--- src/rtl/serial_adder_sub_if.sv ---
// Handshake and operand/result bundle for the bit-serial adder/subtractor.
// The requester drives start and the operands; the arithmetic unit returns status and result.
interface serial_adder_sub_if #(
    parameter int WIDTH = 8
);
    logic             start;
    logic             sub;
    logic [WIDTH-1:0] a;
    logic [WIDTH-1:0] b;
    logic             cin;
    logic             busy;
    logic             done;
    logic [WIDTH-1:0] s;
    logic             cout;

    modport master (
        output start, sub, a, b, cin,
        input  busy, done, s, cout
    );

    modport slave (
        input  start, sub, a, b, cin,
        output busy, done, s, cout
    );
endinterface

--- src/rtl/serial_adder_sub.sv ---
// Bit-serial adder/subtractor: one full-adder slice plus a carry flop, LSB first,
// one bit per clock, with a start/busy/done handshake and held result registers.
module serial_adder_sub #(
    parameter  int WIDTH = 8,
    localparam int CW    = $clog2(WIDTH) + 1
) (
    input  logic              clk,
    input  logic              rst_n,
    serial_adder_sub_if.slave bus
);
    typedef enum logic [1:0] {
        IDLE = 2'd0,
        ADD  = 2'd1,
        DONE = 2'd2
    } state_t;

    state_t           state;
    logic [WIDTH-1:0] ra;
    logic [WIDTH-1:0] rb;
    logic [WIDTH-1:0] rs;
    logic             carry;
    logic [CW-1:0]    cnt;
    logic             busy_q;
    logic             done_q;
    logic [WIDTH-1:0] s_q;
    logic             cout_q;

    logic             sum_bit;
    logic             carry_next;
    logic [WIDTH-1:0] rs_next;

    // NOTE: every variable assigned in always_comb gets a default first, so no path can infer a latch.
    always_comb begin
        sum_bit    = ra[0] ^ rb[0] ^ carry;
        carry_next = (ra[0] & rb[0]) | (ra[0] & carry) | (rb[0] & carry);
        rs_next    = rs >> 1;
        rs_next[WIDTH-1] = sum_bit;
    end

    // NOTE: sequential state uses non-blocking assignments only, so every flop samples pre-edge values.
    always_ff @(posedge clk or negedge rst_n) begin
        // NOTE: the operand/result shift registers are few flops, so all of them reset along with the FSM.
        if (!rst_n) begin
            state  <= IDLE;
            ra     <= '0;
            rb     <= '0;
            rs     <= '0;
            carry  <= 1'b0;
            cnt    <= '0;
            busy_q <= 1'b0;
            done_q <= 1'b0;
            s_q    <= '0;
            cout_q <= 1'b0;
        end else begin
            case (state)
                IDLE: begin
                    if (bus.start) begin
                        // Subtraction is a + ~b + 1; the user carry-in does not apply.
                        ra     <= bus.a;
                        rb     <= bus.sub ? ~bus.b : bus.b;
                        carry  <= bus.sub ? 1'b1 : bus.cin;
                        cnt    <= '0;
                        busy_q <= 1'b1;
                        state  <= ADD;
                    end
                end
                ADD: begin
                    carry <= carry_next;
                    rs    <= rs_next;
                    ra    <= ra >> 1;
                    rb    <= rb >> 1;
                    cnt   <= cnt + CW'(1);
                    if (cnt == CW'(WIDTH - 1)) begin
                        s_q    <= rs_next;
                        cout_q <= carry_next;
                        busy_q <= 1'b0;
                        done_q <= 1'b1;
                        state  <= DONE;
                    end
                end
                DONE: begin
                    done_q <= 1'b0;
                    state  <= IDLE;
                end
                default: begin
                    busy_q <= 1'b0;
                    done_q <= 1'b0;
                    state  <= IDLE;
                end
            endcase
        end
    end

    assign bus.busy = busy_q;
    assign bus.done = done_q;
    assign bus.s    = s_q;
    assign bus.cout = cout_q;
endmodule

--- src/flat_wrapper.sv ---
// flat-port wrapper written by rule: the top's interface ports become plain ports
module serial_adder_sub_flat 
#(
    parameter  int WIDTH = 8,
    localparam int CW    = $clog2(WIDTH) + 1
)
  (clk, rst_n, bus_start, bus_sub, bus_a, bus_b, bus_cin, bus_busy, bus_done, bus_s, bus_cout);
  serial_adder_sub_if #(.WIDTH(WIDTH)) bus_i ();
  input  logic clk;
  input  logic rst_n;
  input wire logic [$bits(bus_i.start)-1:0] bus_start;
  input wire logic [$bits(bus_i.sub)-1:0] bus_sub;
  input wire logic [$bits(bus_i.a)-1:0] bus_a;
  input wire logic [$bits(bus_i.b)-1:0] bus_b;
  input wire logic [$bits(bus_i.cin)-1:0] bus_cin;
  output wire logic [$bits(bus_i.busy)-1:0] bus_busy;
  output wire logic [$bits(bus_i.done)-1:0] bus_done;
  output wire logic [$bits(bus_i.s)-1:0] bus_s;
  output wire logic [$bits(bus_i.cout)-1:0] bus_cout;
  assign bus_i.start = bus_start;
  assign bus_i.sub = bus_sub;
  assign bus_i.a = bus_a;
  assign bus_i.b = bus_b;
  assign bus_i.cin = bus_cin;
  assign bus_busy = bus_i.busy;
  assign bus_done = bus_i.done;
  assign bus_s = bus_i.s;
  assign bus_cout = bus_i.cout;
  serial_adder_sub #(.WIDTH(WIDTH)) u_core (.clk(clk), .rst_n(rst_n), .bus(bus_i));
endmodule
--- config.mk ---
export PLATFORM = sky130hd
export DESIGN_NAME = serial_adder_sub_flat
export DESIGN_NICKNAME = d
export VERILOG_FILES = /design/src/rtl/serial_adder_sub_if.sv /design/src/rtl/serial_adder_sub.sv /design/src/flat_wrapper.sv
export SDC_FILE = /design/constraint.sdc
export NUM_CORES = 1
export LEC_CHECK = 0
export ABC_AREA = 1
export CAP_MARGIN = 25
export CORE_UTILIZATION = 56
export DETAILED_ROUTE_END_ITERATION = 8
export PLACE_DENSITY = 0.94
export SYNTH_ARGS = -nofsm -noshare
export SYNTH_HDL_FRONTEND = slang
export SYNTH_SLANG_ARGS = --single-unit
--- constraint.sdc ---
create_clock -name clk -period 3.69 [get_ports clk]
set_input_delay 0.5535 -clock clk [delete_from_list [all_inputs] [get_ports clk]]
set_output_delay 0.5535 -clock clk [all_outputs]
set_load 0.05 [all_outputs]
* Word level (Yosys, flattened, before mapping)
Cells that the tools add are included.
** Storage, ports and cells
- Register bits after elaboration :: 42
- Word-level logic and storage cells :: 51
- Output and inout port bits :: 11
** Cells by class
- Equality and inequality tests :: 5
- Bitwise logic cells :: 10
- $add $sub $neg :: 1
- Reduce and logical (&&, ||, !) cells :: 7
- Multiplexer cells :: 18
** Operators with widths (count)
- case mux 8 bit (2 select lines) :: 2
- two-way mux 8 bit :: 3
- inverter 8 bit :: 1
- case mux 4 bit (2 select lines) :: 1
- AND reduction 2 bit :: 4
- two-way mux 1 bit :: 5
- adder 4 x 1 -> 4 bit, second input constant :: 1
- equality test 4 x 3 -> 1 bit, second input constant :: 1
- two-way mux 2 bit :: 2
- two-way mux 4 bit :: 1
- case mux 1 bit (2 select lines) :: 2
- case mux 2 bit (2 select lines) :: 1
- AND 1 bit :: 3
- case mux 1 bit (3 select lines) :: 1
- AND reduction 3 bit :: 1
- equality test 2 x 1 -> 1 bit, second input constant :: 1
- equality test 2 bit, second input constant :: 1
- zero test 2 bit :: 1
- inequality test 2 x 1 -> 1 bit, second input constant :: 1
- inequality test 2 bit, second input constant :: 1
- inverter 1 bit :: 2
- bitwise OR 1 bit :: 2
- nonzero test 2 bit :: 1
- XOR 1 bit :: 2

* Depth between registers and ports, before layout
Gate-level depths: netlist of run 1.
- Word-level depth :: 4
- Depth in mapped cells :: 7

* Worst setup path after synthesis of run 1
OpenSTA, ideal clock, no wires.
- Path kind :: register to register
- Start point :: register u_core.cnt[0]
- End point :: register u_core.cout_q (netlist: u_core.bus.cout)
- Setup time :: 0.119 ns
- Required time :: 3.571 ns
- Path slack :: 2.444 ns
- Arrival :: 1.127 ns
- Clock period less this slack :: 1.246 ns
- Cell stages (with the launch flop) :: 8
- Cell sequence :: dfrtp_1 -> ha_1 -> nand2_2 -> nor2_4 -> nand2_4 -> buf_6 -> nand2_1 -> nand2_1
** On the way
- Longest elaborated chain between the ends :: 2
** RTL lines
- start, declared :: line serial_adder_sub.sv:22 : logic [CW-1:0] cnt;
- start signal, assigned :: line serial_adder_sub.sv:72 : cnt <= cnt + CW'(1);
- equality test 4 x 3 -> 1 bit :: line serial_adder_sub.sv:73 : if (cnt == CW'(WIDTH - 1)) begin
- AND reduction 2 bit (no line)
- end signal, assigned :: line serial_adder_sub.sv:75 : cout_q <= carry_next;
- end, declared :: line serial_adder_sub.sv:26 : logic cout_q;
No other way between the ends.
A chain may end at the register's enable or synchronous reset.

* Final worst setup path of run 1
- Start point :: register u_core.s_q[1] (netlist: u_core.bus.s[1])
- End point :: output port bus_s[1]
** RTL lines
- start, declared :: line serial_adder_sub.sv:25 : logic [WIDTH-1:0] s_q;
- start signal, assigned :: line serial_adder_sub.sv:74 : s_q <= rs_next;
- end, declared :: line flat_wrapper.sv:18 : output wire logic [$bits(bus_i.s)-1:0] bus_s;
No word-level cell between the ends.

==> impl_metrics.ini, run 1 <==
[clock_tree]
cts.sinks = 41
cts_hold_buf = 0
cts-root-buf = clkbuf_4
clkLatencyLatePin_ns = 0.37
numCtsBuffers = 5
path_clk_slew_ns = 0.13
cts_setup_buffers = 0
clock_path_buffers = 2
cts.repair.resized = 0
htree_levels = 2
cts_tree = done

[global_route]
grt_max_degree = 42
globalRouteTotalUtil_pct = 22.9
grt_pass1_vias = 1432
grt_pass1_wl_um = 6070
top_usage_layer = met2
use_met3_pct = 7.46
grt.overflow.total = 0
antenna_found_initial = 0
met1_usage_pct = 28.7
use_met2_pct = 36.6

[finish]
final_area_sq_mm = 0.00228
final_nets = 282
num_antenna_cells = 0
fin_util_pct = 72.8
fill_cells = 241
syn2layout_area_growth_pct = 19.6
drive_above_1_share_pct = 6.15

[die]
initial_core_util_pct = 60.9
dieArea_sq_mm = 0.00364
fp.dieH_um = 60.3
ios = 32
rows = 20
core-area_sq_mm = 0.00313
die_x_um = 60.3

[setup_path]
start_kind = flop
slowest_stage = clkdlybuf4s50_1
slowest_delay_ns = 0.81
cp_top_family = buffers and inverters
path_max_fanout = 2
criticalPathCategory = flop to output port
critPathBufInv = 1
cp.required_ns = 3.14
crit_chain = clkdlybuf4s50_1
arrival_ns = 1.56
endpoint_kind = output port

[placement]
dpl_cell_area_sq_mm = 0.00219
dp_hpwl_um = 2250
dp_worst_setup_slack_ns = 1.71
port_buffers = 31
gp_congestion = 0.770

[sta]
hold_violations = 0
setup_ws_ns = 1.58
fin_setup_tns_ns = 0
max_slew_margin_pct = 42.1
worst_pin_slew_ns = 0.869
min_period_ns = 2.11
setup_viol = 0
drv_slew = 0
fin_crit_sh_pct = 57.3
fmax_mhz = 473
skew_ns = 0.0129
rsz0062_at_grt = false

[drt]
wl_per_cell_um = 11.5
antenna_left = 0
drtIter0Drc = 73
via_per_inst = 5.08
drt_pass1_iterations = 4
drc = 0
routed_wl_um = 3490
num_vias = 1543

[synthesis]
yosysUniqueCellTypes = 18
synth_area_leader_cell = dfrtp_1
synthXorXnorAreaFrac_pct = 0.460
synthAdderAreaFrac_pct = 1.71
synth_top_family_by_area = simple AND/OR/NAND/NOR gates
muxShareOfSynthArea_pct = 0
synthesis.area_sq_mm = 0.00191
postSynthAreaPerCell_sq_um = 8.21
yosysSeqAreaShare_pct = 53.8
synth-compound-area-share_pct = 2.36
synth_top_area_share_pct = 53.8
synth_cells = 232
yosys.area_share.simple_pct = 34.3
syn_nets = 255
synth_area_leaders = dfrtp_1, nand2_1, nand3_1
ys_ff_latch = 41
synth_warnings = 0

[power]
p_leak_nw = 1.17
vdd_drop_max_mv = 0.355
totalPowerFinal_mw = 1.86
power_density_mw_per_mm2 = 818

[run]
maxCapViolations = 0

[hold_path]
hold_path_class = input pin to asynchronous set/reset pin

[status]
status = finished clean
-- where the power goes --
part           switching [mW]  total (mW)  internal, mW
clock                   0.153       0.297         0.143
sequential              0.126       0.767         0.641
combinational           0.535       0.801         0.266
total                   0.814        1.86          1.05
-- state kept, by name (all words and copies together), names as in the netlist --
register / count
u_core.bus.s: 8
u_core.ra: 8
u_core.rb: 8
u_core.rs: 7
u_core.cnt: 4
u_core.state: 2
u_core.bus.busy: 1
u_core.bus.cout: 1
u_core.bus.done: 1
u_core.carry: 1
-- path summary, 6_finish.rpt --
kind	from	to	slack, ns	cells past startpoint
max in group asynchronous	rst_n	u_core.rb[5]	2.85	1
hold reg to reg	u_core.bus.s[4]	u_core.bus.s[4]	0.48	2
setup / recovery	u_core.bus.s[1]	bus_s[1]	1.58	1
setup reg to reg	u_core.state[1]	u_core.rb[0]	2.17	4
hold / removal	rst_n	u_core.bus.s[6]	0.28	1
min in group clk	u_core.bus.s[4]	u_core.bus.s[4]	0.48	2
-- logic make-up (layout without fill, tap and decap cells) --
kind of cell    Yosys count  after routing
compound gates            9              9
xor+xnor                  1              1
fa+ha+maj                 2              2
buf+inv                  29             57
flops                    41             41
simple gates            150            150
-- per-stage QoR --
stage,std cells,hold slack (ns)
2_1_floorplan,232,0.258
3_3_place_gp,296,0.452
3_5_place_dp,296,0.458
4_1_cts,304,0.305
5_1_grt,304,0.338
6_report,304,0.284
-- synth_stat cells --
library cell	instances
nand2_1	94
nand3_1	49
dfrtp_1	41
inv_1	16
o21ai_0	9
buf_2	6
buf_4	4
inv_2	2
nor2_4	2
buf_6	1
fa_1	1
ha_1	1
nand2_2	1
nand2_4	1
nand4_1	1
nor2_1	1
or2_2	1
xnor2_1	1
-- cells in the final DEF (no fill, tap or decap) --
cell,Yosys,routed
clkdlybuf4s50_1,0,30
clkinvlp_4,0,1
ha_1,1,1
fa_1,1,1
bufinv_16,0,1
or2_2,1,1
inv_2,2,2
nor2_1,1,1
nand2_4,1,1
clkbuf_4,0,5
clkinv_4,0,1
buf_2,6,1
inv_1,16,16
nand4_1,1,1
nor2_4,2,2
nand2_1,94,94
o21ai_0,9,9
dfrtp_1,41,41
xnor2_1,1,1
nand2_2,1,1
nand3_1,49,49
-- per-layer routing --
layer	up-vias	part of all wire [%]
met1	703	45
met5	-	0
met2	40	48
met3	9	4.5
li1	791	-
met4	0	2.3
-- cell type report --
cell class	count	area (sq um)	area share, %
Clock buffer	5	37.5	1.65
Clock inverter	3	46.3	2.03
Inverter	18	67.6	2.97
Multi-Input combinational cell	162	741	32.5
Sequential cell	41	1030	45.0
Tap cell	44	55.1	2.42
Timing Repair Buffer	31	305	13.4
Power figures use the tool's default switching activity.
==> run 2, diff against run 1 <==
--- a/config.mk
+++ b/config.mk
@@ -7,9 +7,9 @@
 export LEC_CHECK = 0
 export ABC_AREA = 1
 export CAP_MARGIN = 25
-export CORE_UTILIZATION = 56
+export CORE_UTILIZATION = 52
 export DETAILED_ROUTE_END_ITERATION = 8
-export PLACE_DENSITY = 0.94
+export PLACE_DENSITY = 0.89
 export SYNTH_ARGS = -nofsm -noshare
 export SYNTH_HDL_FRONTEND = slang
 export SYNTH_SLANG_ARGS = --single-unit
==> constraint.sdc (replaced) <==
create_clock -name clk -period 2.14 [get_ports clk]
set_input_delay 0.321 -clock clk [delete_from_list [all_inputs] [get_ports clk]]
set_output_delay 0.321 -clock clk [all_outputs]
set_load 0.05 [all_outputs]
==> impl_metrics.ini, run 2 (same netlist as run 1, synthesis figures left out) <==
[status]
status = finished clean

[drt]
drt_pass1_iterations = 4
via_per_inst = 5.07
drtIter0Drc = 99
antenna_left = 0
wl_per_cell_um = 11.2
routed_wl_um = 3510
drc = 0
num_vias = 1581

[finish]
syn2layout_area_growth_pct = 20.4
drive_above_1_share_pct = 6.77
fin_cells = 312
final_area_sq_mm = 0.00229
fin_util_pct = 67.1
final_nets = 288
final_common_cell = nand2_1
final_cell_mix = nand2_1, nand3_1, dfrtp_1, clkdlybuf4s50_1, inv_1
fill_cells = 279
num_antenna_cells = 0

[sta]
setup_viol = 0
hold_violations = 0
fin_setup_tns_ns = 0
worst_pin_slew_ns = 0.707
skew_ns = 0.00443
rsz0062_at_grt = false
min_period_ns = 1.84
drv_slew = 0
max_slew_margin_pct = 52.7
fmax_mhz = 545
whs_ns = 0.480
setup_ws_ns = 0.305
fin_crit_sh_pct = 85.7

[run]
maxCapViolations = 0

[setup_path]
rrSetupSlack_ns = 0.74
reg2reg_from = u_core.state[1]
endpoint_kind = output port
path_max_fanout = 2
critPathBufInv = 1
criticalPathCategory = flop to output port
slowest_delay_ns = 0.80
crit_chain = clkdlybuf4s50_1
r2r_cells = 4
rr_endpoint = u_core.carry
start_kind = flop
cp.required_ns = 1.82
arrival_ns = 1.51
slowest_stage = clkdlybuf4s50_1
cp_top_family = buffers and inverters

[die]
fp.dieH_um = 62.5
rows = 21
initial_core_util_pct = 55.8
core-area_sq_mm = 0.00342
dieArea_sq_mm = 0.00391
ios = 32
die_x_um = 62.5

[clock_tree]
clock_path_buffers = 2
cts_setup_buffers = 0
numCtsBuffers = 5
clkLatencyLatePin_ns = 0.34
htree_levels = 2
cts_tree = done
cts-root-buf = clkbuf_4
cts.sinks = 41
path_clk_slew_ns = 0.11

[global_route]
globalRouteTotalUtil_pct = 20.6
grt_pass1_wl_um = 6420
grt_pass1_vias = 1468
grt_max_degree = 30
grt.overflow.total = 0
antenna_found_initial = 0

[hold_path]
whs_path_depth = 2
hold_path_class = flop to flop
holdPathEnd = u_core.bus.s[1]
hp-start = u_core.bus.s[1]

[placement]
dpl_cell_area_sq_mm = 0.00223
dp_hpwl_um = 2420
gp_congestion = 0.772
dp_worst_setup_slack_ns = 0.429
port_buffers = 31
dp.cells = 303

[power]
totalPowerFinal_mw = 3.12
p_leak_nw = 1.19
vdd_drop_max_mv = 0.496
power_density_mw_per_mm2 = 1360
## run 2: cell types whose count changed in the layout (fill, tap and decap cells not counted), sizes merged
cell,before,now
buf,1,6
bufinv,1,0
clkbuf,5,8
clkinv,1,0
clkinvlp,1,0
dlygate4sd3,0,1
## run 2: final cells by class
| cell class | instances | area [sq um] | share of cell area (%) |
|---|---|---|---|
| multi-input cells | 162 | 741 | 32.3 |
| inverters | 18 | 67.6 | 2.95 |
| clock buffers | 8 | 48.8 | 2.13 |
| well taps | 46 | 57.6 | 2.51 |
| flip-flops and latches | 41 | 1030 | 44.7 |
| repair buffers | 37 | 353 | 15.4 |
## run 2: how the worst max path moves through the flow
stage	startpoint	to	cells past startpoint
6_report	u_core.bus.done	bus_done	1
5_1_grt	u_core.bus.s[4]	bus_s[4]	1
4_1_cts	u_core.bus.cout	bus_cout	1
3_5_place_dp	bus_start	u_core.ra[1]	4
3_3_place_gp	bus_start	u_core.carry	4
2_1_floorplan	u_core.cnt[0]	u_core.bus.cout	7
## run 2: what timing repair did
action                                 CTS  global route
endpoints found under the hold margin   24             0
resized for setup                        0             0
hold buffers                             1             0
## run 2: power by group
part	switching [mW]	internal, mW
sequential	0.221	1.11
combinational	0.932	0.496
clock	0.234	0.131
total	1.39	1.73
## run 2: layer usage
metal	vias to the layer above	share of wire [%]	GRT usage [%]
met5	-	0	0
met4	0	0	5.23
met3	0	4.2	6.02
li1	802	-	-
met1	739	47	27.2
met2	40	49	33.4
==> run 3, diff against run 2 <==
--- a/config.mk
+++ b/config.mk
@@ -10,6 +10,7 @@
 export CORE_UTILIZATION = 52
 export DETAILED_ROUTE_END_ITERATION = 8
 export PLACE_DENSITY = 0.89
+export SETUP_SLACK_MARGIN = 0.15
 export SYNTH_ARGS = -nofsm -noshare
 export SYNTH_HDL_FRONTEND = slang
 export SYNTH_SLANG_ARGS = --single-unit
==> constraint.sdc (replaced) <==
create_clock -name clk -period 2.14 [get_ports clk]
set_input_delay 0.428 -clock clk [delete_from_list [all_inputs] [get_ports clk]]
set_output_delay 0.428 -clock clk [all_outputs]
set_load 0.05 [all_outputs]
==> impl_metrics.ini, run 3 (same netlist as run 1, synthesis figures left out) <==
[die]
dieArea_sq_mm = 0.00391
ios = 32
rows = 21
core-area_sq_mm = 0.00342
fp.dieH_um = 62.5
initial_core_util_pct = 55.8
die_x_um = 62.5

[sta]
hold_violations = 0
drv_slew = 0
fin_crit_sh_pct = 90.8
worst_pin_slew_ns = 0.565
fin_setup_tns_ns = 0
setup_viol = 0
rsz0062_at_grt = false
min_period_ns = 1.94
max_slew_margin_pct = 62.3
fmax_mhz = 514
skew_ns = 0.0121

[drt]
drc = 0
drtIter0Drc = 63
antenna_left = 0
drt_pass1_iterations = 4
wl_per_cell_um = 11.7
num_vias = 1609
via_per_inst = 5.16
routed_wl_um = 3660

[global_route]
grt.overflow.total = 0
grt_pass1_wl_um = 6360
grt_max_degree = 30
grt_pass1_vias = 1458
globalRouteTotalUtil_pct = 20.7
antenna_found_initial = 0

[setup_path]
criticalPathCategory = flop to output port
path_max_fanout = 2
r2r_cells = 6
reg2reg_from = u_core.cnt[0]
arrival_ns = 1.52
slowest_delay_ns = 0.80
endpoint_kind = output port
rrSetupSlack_ns = 0.75
cp.required_ns = 1.71
start_kind = flop
slowest_stage = clkdlybuf4s50_1
critPathBufInv = 1
rr_endpoint = u_core.bus.s[4]
crit_chain = clkdlybuf4s50_1
cp_top_family = buffers and inverters

[finish]
syn2layout_area_growth_pct = 21.4
final_nets = 288
fill_cells = 290
drive_above_1_share_pct = 7.89
final_area_sq_mm = 0.00231
final_cell_mix = nand2_1, nand3_1, dfrtp_1, clkdlybuf4s50_1, inv_1
final_common_cell = nand2_1
num_antenna_cells = 0

[power]
vdd_drop_max_mv = 0.564
power_density_mw_per_mm2 = 1350
p_leak_nw = 1.29

[status]
status = finished clean

[clock_tree]
numCtsBuffers = 5
cts.sinks = 41
cts_setup_buffers = 0
cts.repair.resized = 0
clkLatencyLatePin_ns = 0.35
cts_tree = done
cts-root-buf = clkbuf_4
clock_path_buffers = 2
path_clk_slew_ns = 0.12
cts_hold_buf = 0
htree_levels = 2

[hold_path]
hold_path_class = input pin to asynchronous set/reset pin

[placement]
dp_hpwl_um = 2480
port_buffers = 31
gp_congestion = 0.755
dpl_cell_area_sq_mm = 0.00224

[run]
maxCapViolations = 0
## run 3: per-layer routing
layer	vias to the layer above	part of all wire, %	global-route usage [%]
met3	6	5.7	6.20
met5	-	0	0
li1	800	-	-
met4	0	1.7	7.56
met1	757	45	24.8
met2	46	48	35.1
## run 3: power breakdown
part	internal, mW	switching [mW]	total (mW)
clock	0.125	0.239	0.364
sequential	1.11	0.219	1.32
combinational	0.490	0.946	1.44
## run 3: final cells by class
cell class                      instances  area, sq um  share of cell area, %
Inverter                               18         67.6                   2.92
Timing Repair Buffer                   37          370                   16.0
Sequential cell                        41         1030                   44.3
Clock buffer                            6         41.3                   1.78
Multi-Input combinational cell        162          741                   32.0
Tap cell                               46         57.6                   2.49
Clock inverter                          2         10.0                  0.433
## run 3: per-stage QoR
step | worst slack [ns] | hold slack (ns) | total power [mW] | utilization (%) | std cells
2_1_floorplan | 0.894 | 0.132 | 2.36 | - | 232
3_3_place_gp | 0.516 | 0.452 | 2.72 | 65.6 | 304
3_5_place_dp | 0.476 | 0.458 | 2.78 | 65.6 | 304
4_1_cts | 0.168 | 0.0635 | 3.15 | 67.1 | 312
5_1_grt | 0.151 | 0.0789 | 3.36 | 67.7 | 312
6_report | 0.196 | 0.0578 | 3.12 | 67.7 | 312
## run 3: worst max path at each step
stage / to / depth (start not counted) / startpoint / slack [ns]
after floorplan: u_core.bus.cout / 7 / u_core.cnt[0] / 0.89
after global placement: u_core.rb[2] / 6 / bus_sub / 0.52
after detailed placement: u_core.rb[2] / 6 / bus_sub / 0.48
after CTS: bus_s[7] / 1 / u_core.bus.s[7] / 0.17
after global routing: bus_busy / 1 / u_core.bus.busy / 0.15
final: bus_s[0] / 1 / u_core.bus.s[0] / 0.20
